<file path="config.mk">
export PLATFORM = sky130hd
export DESIGN_NAME = bcd_updown
export DESIGN_NICKNAME = d
export VERILOG_FILES = /design/src/rtl/bcd_pkg.sv /design/src/rtl/bcd_digit_counter.sv /design/src/rtl/bcd_updown.sv
export SDC_FILE = /design/constraint.sdc
export NUM_CORES = 1
export LEC_CHECK = 0
export BUFFER_PORTS_ARGS = -buffer_cell sky130_fd_sc_hd__buf_2
export CAP_MARGIN = 20
export CELL_PAD_IN_SITES_DETAIL_PLACEMENT = 0
export CELL_PAD_IN_SITES_GLOBAL_PLACEMENT = 2
export CORE_AREA = 5 5 42 44
export CTS_BUF_LIST = sky130_fd_sc_hd__clkbuf_4
export DETAILED_ROUTE_END_ITERATION = 8
export DIE_AREA = 0 0 47 49
export PLACE_DENSITY_LB_ADDON = 0.1
export SKIP_CTS_REPAIR_TIMING = 1
export SYNTH_ARGS = -nofsm -noshare
export SYNTH_HDL_FRONTEND = slang
export SYNTH_SLANG_ARGS = --single-unit
</file>
<file path="constraint.sdc">
create_clock -name Clk -period 1.5 [get_ports Clk]
set_input_delay 0.3 -clock Clk [delete_from_list [all_inputs] [get_ports Clk]]
set_output_delay 0.3 -clock Clk [all_outputs]
set_load 0.1 [all_outputs]
</file>
<file path="src/rtl/bcd_pkg.sv">
// Shared BCD digit type, limits and validity helper for the up/down counter.
package bcd_pkg;

    localparam logic [3:0] BCD_MAX = 4'd9;
    localparam logic [3:0] BCD_MIN = 4'd0;

    typedef logic [3:0] bcd_digit_t;

    function automatic logic is_bcd(bcd_digit_t d);
        return d <= BCD_MAX;
    endfunction

endpackage

</file>
<file path="src/rtl/bcd_digit_counter.sv">
// One BCD digit of the up/down counter; steps when step_in is set.
// step_out forwards the carry (up) or borrow (down) to the next digit.
module bcd_digit_counter
    import bcd_pkg::*;
(
    input  logic       Clk,
    input  logic       rst,
    input  logic       UpOrDown,
    input  logic       step_in,
    output bcd_digit_t digit,
    output logic       step_out
);

    bcd_digit_t digit_q, digit_d;

    always_comb begin
        digit_d  = digit_q;
        step_out = 1'b0;
        if (!is_bcd(digit_q)) begin
            // Corrupt code: reload zero and stay silent towards higher digits.
            digit_d = BCD_MIN;
        end else if (step_in) begin
            if (UpOrDown) begin
                step_out = (digit_q == BCD_MAX);
                digit_d  = (digit_q == BCD_MAX) ? BCD_MIN : digit_q + 4'd1;
            end else begin
                step_out = (digit_q == BCD_MIN);
                digit_d  = (digit_q == BCD_MIN) ? BCD_MAX : digit_q - 4'd1;
            end
        end
    end

    always_ff @(posedge Clk) begin
        if (rst) begin
            digit_q <= BCD_MIN;
        end else begin
            digit_q <= digit_d;
        end
    end

    assign digit = digit_q;

endmodule

</file>
<file path="src/rtl/bcd_updown.sv">
// Synchronous cascaded BCD up/down counter; all digits update on the same edge.
module bcd_updown
    import bcd_pkg::*;
#(
    parameter int unsigned DIGITS = 1
) (
    input  logic                  Clk,
    input  logic                  rst,
    input  logic                  UpOrDown,
    output logic [4*DIGITS-1:0]   Count
);

    logic [DIGITS:0] step;
    logic            carry_unused;

    assign step[0]      = 1'b1;
    assign carry_unused = step[DIGITS];

    for (genvar i = 0; i < DIGITS; i++) begin : gen_digits
        bcd_digit_counter u_digit (
            .Clk      (Clk),
            .rst      (rst),
            .UpOrDown (UpOrDown),
            .step_in  (step[i]),
            .digit    (Count[4*i +: 4]),
            .step_out (step[i+1])
        );
    end

endmodule

</file>
# Yosys cells after proc, flatten, opt, wreduce, memory -nomap -nowiden
# Index checks and enable logic that the tools add are counted.
# word_totals
ff_bits	4
input_bits	3
output_inout_bits	4
wordCells	11
# classes
add_sub_neg	2
magnitude_cmp	1
eq_ne	1
n_mux	3
bitwise_logic	1
reduce_logical	2
# op_table
op	count
$mux W4	3
$add A4 B1 Y4 const B	1
$eq A4 B4 Y1 const B	1
$le A4 B4 Y1 const B	1
$logic_not A4 Y1	1
$sub A4 B1 Y4 const B	1
$reduce_or A2 Y1	1
$not A1 Y1	1

# Logic depth before layout (Yosys ltp)
# Gate-level depths: netlist (run 1).
# depth
depth_word	3
ltp_mapped	4
depth_no_buf	3

# Cells and area by module
# A second synthesis (run 1) with hierarchy kept.
# unflattened
cells_unflattened	46
area_unflattened_um2	331.6
# modules_own_cells
mod	instances	cells_per_inst	area_per_inst_um2	seq_area_each_um2
bcd_digit_counter	1	45	327.8	80.1
bcd_updown	1	1	3.8	0.0

# Least setup slack after synthesis (run 1)
# No wires, ideal clock.
# synth_timing
path_kind	register to register
from	register gen_digits[0].u_digit.digit_q[1]
to	register gen_digits[0].u_digit.digit_q[2]
setup_time_ns	0.074
t_arrival_ns	1.949
t_required_ns	1.426
slack_ns	-0.523
path_stages_with_launch	5
path_buffers	1
synth_period_minus_slack_ns	2.023
cell_sequence	dfxtp_1 buf_6 nand2_1 or4b_2 a31oi_1
# synth_via
elab_chain_cells	3
word_cells_on_any_way	10
classes_between	add/sub (2); order compare (1); eq/ne (1); mux (3); bitwise (1); reduce/logical (2)
# synth_rtl
element	line	text
start: declaration	bcd_digit_counter.sv:14	bcd_digit_t digit_q, digit_d;
start signal: assignment	bcd_digit_counter.sv:37	digit_q <= digit_d;
$sub A4 B1 Y4 (tied with other cells)	bcd_digit_counter.sv:28	digit_d = (digit_q == BCD_MIN) ? BCD_MAX : digit_q - 4'd1;
$mux W4 (tied with other cells)	bcd_digit_counter.sv:28	
$mux W4 or $reduce_or A2 Y1 (tied branches)	n/a	
# Several ways; a longest one is shown, not always the timed one.
# A chain may end at the register's enable or synchronous reset.

# Final worst setup path (run 1)
# layout_timing
from	register gen_digits[0].u_digit.digit_q[1]
to	output Count[1]
# layout_rtl
element	line	text
end: declaration	bcd_updown.sv:10	output logic [4*DIGITS-1:0] Count
# No word-level cell between the ends.

==> results of run 1 <==
## cells in the final DEF (no fill, tap or decap)
cell,count
a21oi_1,3
a221o_2,1
a31oi_1,1
and4b_2,1
buf_2,6
clkbuf_4,4
dfxtp_2,1
dfxtp_4,3
nand2_1,1
nand3_1,1
nand4b_1,1
nor3_1,1
nor4b_1,1
o21a_1,1
o21ai_0,1
or3_4,1
or3b_1,2
or4_1,1
or4b_2,1
xnor2_1,1
xor2_1,1
## synth_stat cells, types with 2 or more instances
master   number  share of area, %
buf_6         2               8.6
dfxtp_1       4                31
a21oi_1       3               5.7
or3b_1        2               6.7
## metrics by stage
stage | total power, mW | area, µm² | setup slack [ps]
floorplan | 0.276 | 274 | -49.5
global placement | 0.289 | 294 | 102
detailed placement | 0.288 | 294 | 101
CTS | 0.465 | 324 | 104
global route | 0.488 | 324 | 74.6
finish | 0.459 | 324 | 118
## per-layer routing
metal  global-route usage [%]  routed length, µm  share of wire, %  vias to the layer above
met5                        0                  0                 0                        -
met4                     5.53                 10               1.6                        0
met3                     4.06                 61               9.7                        2
met2                     7.69                300                48                        8
met1                     8.33                255                41                      114
li1                         -                  -                 -                      118
## cell type report
class	instances	share of cell area, %
Multi-Input combinational cell	20	46.7
Sequential cell	4	28.6
Clock buffer	4	9.27
Timing Repair Buffer	6	9.27
Tap cell	16	6.18
## power breakdown
group	leakage, nW	switching (mW)	internal [mW]	total [mW]
clock network	0.0184	0.0551	0.119	0.174
registers	0.0353	0.0255	0.120	0.145
logic	0.0661	0.103	0.0377	0.141
## cell families (layout without fill, tap and decap cells)
logic type      after synthesis  count (layout)  share of synthesized area, %
buf+inv                       3              10                          11.5
compound gates                7               7                          17.2
xor+xnor                      2               2                          6.70
flops                         4               4                          30.6
simple gates                 11              11                          34.0
## how the worst min path moves through the flow
stage / start / endpoint / slack (ps) / cells after the start
2_1_floorplan: rst / gen_digits[0].u_digit.digit[1] / 360 / 1
3_3_place_gp: gen_digits[0].u_digit.digit[0] / gen_digits[0].u_digit.digit[0] / 490 / 1
3_5_place_dp: gen_digits[0].u_digit.digit[0] / gen_digits[0].u_digit.digit[0] / 490 / 1
4_1_cts: rst / gen_digits[0].u_digit.digit[1] / 250 / 2
5_1_grt: rst / gen_digits[0].u_digit.digit[1] / 250 / 2
6_report: rst / gen_digits[0].u_digit.digit[1] / 260 / 2
==> impl_metrics.py, run 1 <==
metrics = {
    "critical_path": {
        "r2r-end": "gen_digits[0].u_digit.digit[2]",
        "startpoint": "gen_digits[0].u_digit.digit[1]",
        "cp.required_ps": 1200,
        "critPathMaxFanout": 10,
        "worstSetupPathType": "flip-flop to output pin",
        "cp.arrival_ps": 1080,
        "crit_chain": "buf_2",
        "crit_buf_inv": 1,
        "cpLargestDelayFamily": "buffers and inverters",
        "crit_path_end": "Count[1]",
        "ff2ff_setup_slack_ps": 140,
        "crit_slowest_cell": "buf_2",
        "cp_slowest_stage_delay_ps": 440,
        "crit_cells": 1,
        "reg2reg_depth": 3,
        "crit_path_end_kind": "output pin",
        "cp-start-kind": "flip-flop",
        "regToRegStartpoint": "gen_digits[0].u_digit.digit[1]",
    },
    "clocking": {
        "tritoncts": "yes",
        "clk_pin_slew_worst_paths_ps": 50,
        "ctsLongestPathBuffers": 2,
        "cts_buffers": 3,
        "insertion_delay_ps": 250,
        "cts_max_level": 1,
        "cts_root_buffer": "clkbuf_4",
        "cts.sinks": 4,
    },
    "timing": {
        "period_share_pct": 92.2,
        "final_hold_viol_count": 0,
        "setup_viol": 0,
        "post-route-min-period_ps": 1380,
        "worstMarginPinSlew_ps": 488,
        "rsz0062_at_grt": "false",
        "setup-tns-final_ps": 0,
        "skew_ps": 14.5,
        "max-slew-margin-rel_pct": 67.7,
        "slew_violations": 0,
        "clock.fmax_mhz": 723,
        "whs_ps": 259,
    },
    "power": {
        "p_per_area_nw_per_um2": 1420,
        "p_leak_nw": 0.120,
        "vdd_drop_max_mv": 0.451,
    },
    "synth": {
        "syn_area_per_cell_um2": 9.69,
        "synth_edf_count": 0,
        "ys_ff_latch": 4,
        "netlist_area_um2": 262,
        "yosys_warnings": 0,
        "synthFlopType": "dfxtp_1",
        "synth.net_count": 30,
        "ys_async_sr_fraction_pct": 0,
        "synth_cells": 27,
        "ys_seq_area_share_pct": 30.6,
        "ys_types": 20,
    },
    "grt": {
        "antenna_found_initial": 0,
        "grt_pass1_wl_mm": 1.06,
        "grt_usage_pct": 6.69,
        "grt_overflow": 0,
        "grt_pass1_vias": 243,
        "grt_max_degree": 11,
    },
    "layout": {
        "n_antenna_cell": 0,
        "multi_input_area_um2": 151,
        "fill_cells": 170,
        "final_util_pct": 23.1,
        "nets": 38,
        "largest_reg_flops": 4,
        "layout-drive-gt1-share_pct": 52.9,
        "areaGrowthSynthToFinish_pct": 23.9,
        "final-seq-area_um2": 92.6,
        "fin_cells": 50,
    },
    "run": {
        "maxCapViolCount": 0,
    },
    "placement": {
        "place_congestion": 0.633,
        "io_buffers": 6,
        "placedCellCount": 46,
        "place_hpwl_um": 404,
    },
    "drt": {
        "wl_um": 627,
        "drt-initial-drc-count": 1,
        "remaining_drc_errors": 0,
        "first_pass_iters": 4,
        "drtAntennaViolNets": 0,
        "dr_total_vias": 242,
        "via_per_inst": 4.84,
        "routedWlPerCell_um": 12.5,
    },
    "floorplan": {
        "boundaryPins": 7,
        "die_y_um": 49,
        "rows": 14,
        "die_x_um": 47,
        "initial_utilization_pct": 18.7,
        "die_area_um2": 2300,
        "core_region_area_um2": 1400,
    },
    "status": {
        "status": "completed",
    },
    "min_path": {
        "hp-class": "primary input to flip-flop",
    },
}
(Power assumes the default switching activity.)
==> run 2: changes to the inputs <==
- CTS_BUF_LIST: sky130_fd_sc_hd__clkbuf_4 -> sky130_fd_sc_hd__clkbuf_8
- clock period: 1.5 -> 1.4 ns (I/O delays scaled with it)
==> run 2 against run 1 <==
Clock power rose by 44%. Global-route usage rose by 0.90 points. Clock skew down 8.9 ps. First-iteration DRC count up 100%. Register-to-register slack worse by 70 ps. Combinational power is 50% higher. Largest cell class unchanged. Total power is 34% higher. Sequential power rose by 5%. Via count is 5.4% higher. Non-clock buffer count up 4. Critical path depth up 2. Worst hold slack better by 9.3 ps.
==> impl_metrics.py, run 2 (synthesized netlist as in run 1, its figures left out) <==
metrics = {
    "layout": {
        "nets": 42,
        "largest_reg_flops": 4,
        "areaGrowthSynthToFinish_pct": 64.1,
        "final_util_pct": 30.6,
        "final_cell_mix": "buf_12, buf_4, a21oi_1, clkbuf_8, dfxtp_4",
        "n_antenna_cell": 0,
        "final-seq-area_um2": 92.6,
        "fill_cells": 158,
        "layout-drive-gt1-share_pct": 55.3,
        "fin_cells": 54,
        "multi_input_area_um2": 151,
    },
    "grt": {
        "grt_usage_pct": 7.59,
        "grt_pass1_wl_mm": 1.23,
        "antenna_found_initial": 0,
        "grt_max_degree": 10,
        "grt_overflow": 0,
        "grt_pass1_vias": 278,
    },
    "clocking": {
        "insertion_delay_ps": 220,
        "clk_pin_slew_worst_paths_ps": 40,
        "ctsLongestPathBuffers": 2,
        "cts_max_level": 1,
        "cts.sinks": 4,
        "tritoncts": "yes",
        "cts_root_buffer": "clkbuf_8",
        "cts_buffers": 3,
    },
    "drt": {
        "dr_wl_met3_um": 41,
        "wl_um": 671,
        "remaining_drc_errors": 0,
        "routed.top_layer": "met4",
        "first_pass_iters": 2,
        "drtAntennaViolNets": 0,
        "wl_met2_um": 333,
        "routedWlPerCell_um": 12.4,
        "dr_total_vias": 255,
        "wirelength_met1_um": 285,
        "via_per_inst": 4.72,
        "drt-initial-drc-count": 2,
    },
    "power": {
        "p_per_area_nw_per_um2": 1430,
        "p_leak_nw": 0.163,
        "vdd_drop_max_mv": 0.628,
    },
    "floorplan": {
        "die_x_um": 47,
        "core_region_area_um2": 1400,
        "boundaryPins": 7,
        "die_y_um": 49,
        "die_area_um2": 2300,
        "initial_utilization_pct": 18.7,
        "rows": 14,
    },
    "timing": {
        "fin_ws_ps": 72.6,
        "skew_ps": 5.60,
        "slew_violations": 0,
        "whs_ps": 268,
        "max-slew-margin-rel_pct": 84.5,
        "setup_viol": 0,
        "worstMarginPinSlew_ps": 230,
        "period_share_pct": 94.8,
        "final_hold_viol_count": 0,
        "clock.fmax_mhz": 753,
        "post-route-min-period_ps": 1330,
        "rsz0062_at_grt": "false",
    },
    "critical_path": {
        "cp.required_ps": 1540,
        "cp-start-kind": "flip-flop",
        "worstSetupPathType": "flip-flop to flip-flop",
        "crit_path_end_kind": "flip-flop",
        "cp.arrival_ps": 1470,
        "critPathMaxFanout": 7,
    },
    "placement": {
        "io_buffers": 6,
        "placedCellCount": 50,
        "dp_slack_ps": 60.3,
        "place_congestion": 0.765,
    },
    "status": {
        "status": "completed",
    },
    "min_path": {
        "hp-class": "primary input to flip-flop",
    },
    "run": {
        "maxCapViolCount": 0,
    },
}
-- run 2: changes by cell type in the layout (fill, tap and decap cells not counted) --
cell      delta
inv_1        +1
clkbuf_4     -4
buf_2        -4
clkbuf_8     +3
buf_4        +4
buf_12       +4
-- run 2: cell type report --
type                            count  area share [%]
Multi-Input combinational cell     20            35.3
Timing Repair Buffer               10            28.0
Sequential cell                     4            21.6
Clock buffer                        3            9.62
Tap cell                           16            4.66
Clock inverter                      1           0.875
-- run 2: metrics by stage --
step | power (mW) | area (µm²) | setup TNS [ps]
2_1_floorplan | 0.296 | 274 | -270
3_3_place_gp | 0.368 | 384 | 0
3_5_place_dp | 0.369 | 384 | 0
4_1_cts | 0.625 | 429 | 0
5_1_grt | 0.655 | 429 | 0
6_report | 0.615 | 429 | 0
-- run 2: final timing paths --
check / slack, ps / start / cells after the start / to
setup / recovery: 70 / gen_digits[0].u_digit.digit[0] / 3 / gen_digits[0].u_digit.digit[1]
hold / removal: 270 / rst / 2 / gen_digits[0].u_digit.digit[2]
setup reg to reg: 70 / gen_digits[0].u_digit.digit[0] / 3 / gen_digits[0].u_digit.digit[1]
hold reg to reg: 480 / gen_digits[0].u_digit.digit[0] / 1 / gen_digits[0].u_digit.digit[0]
-- run 2: layer usage --
metal / up-vias / GRT usage, %
li1: 126 / -
met2: 8 / 10.9
met5: - / 0
met4: 0 / 5.53
met1: 118 / 8.30
met3: 3 / 3.69
-- run 2: critical path, stage by stage (launching register included) --
cell and delay (ps):
dfxtp_4 360, or3_4 370, or3b_1 380, a21oi_1 140
-- run 2: power by group --
group	switching (mW)	internal [mW]	leakage (nW)	total, mW
combinational	0.124	0.0886	0.101	0.212
clock	0.0626	0.187	0.0269	0.250
sequential	0.0240	0.129	0.0353	0.152
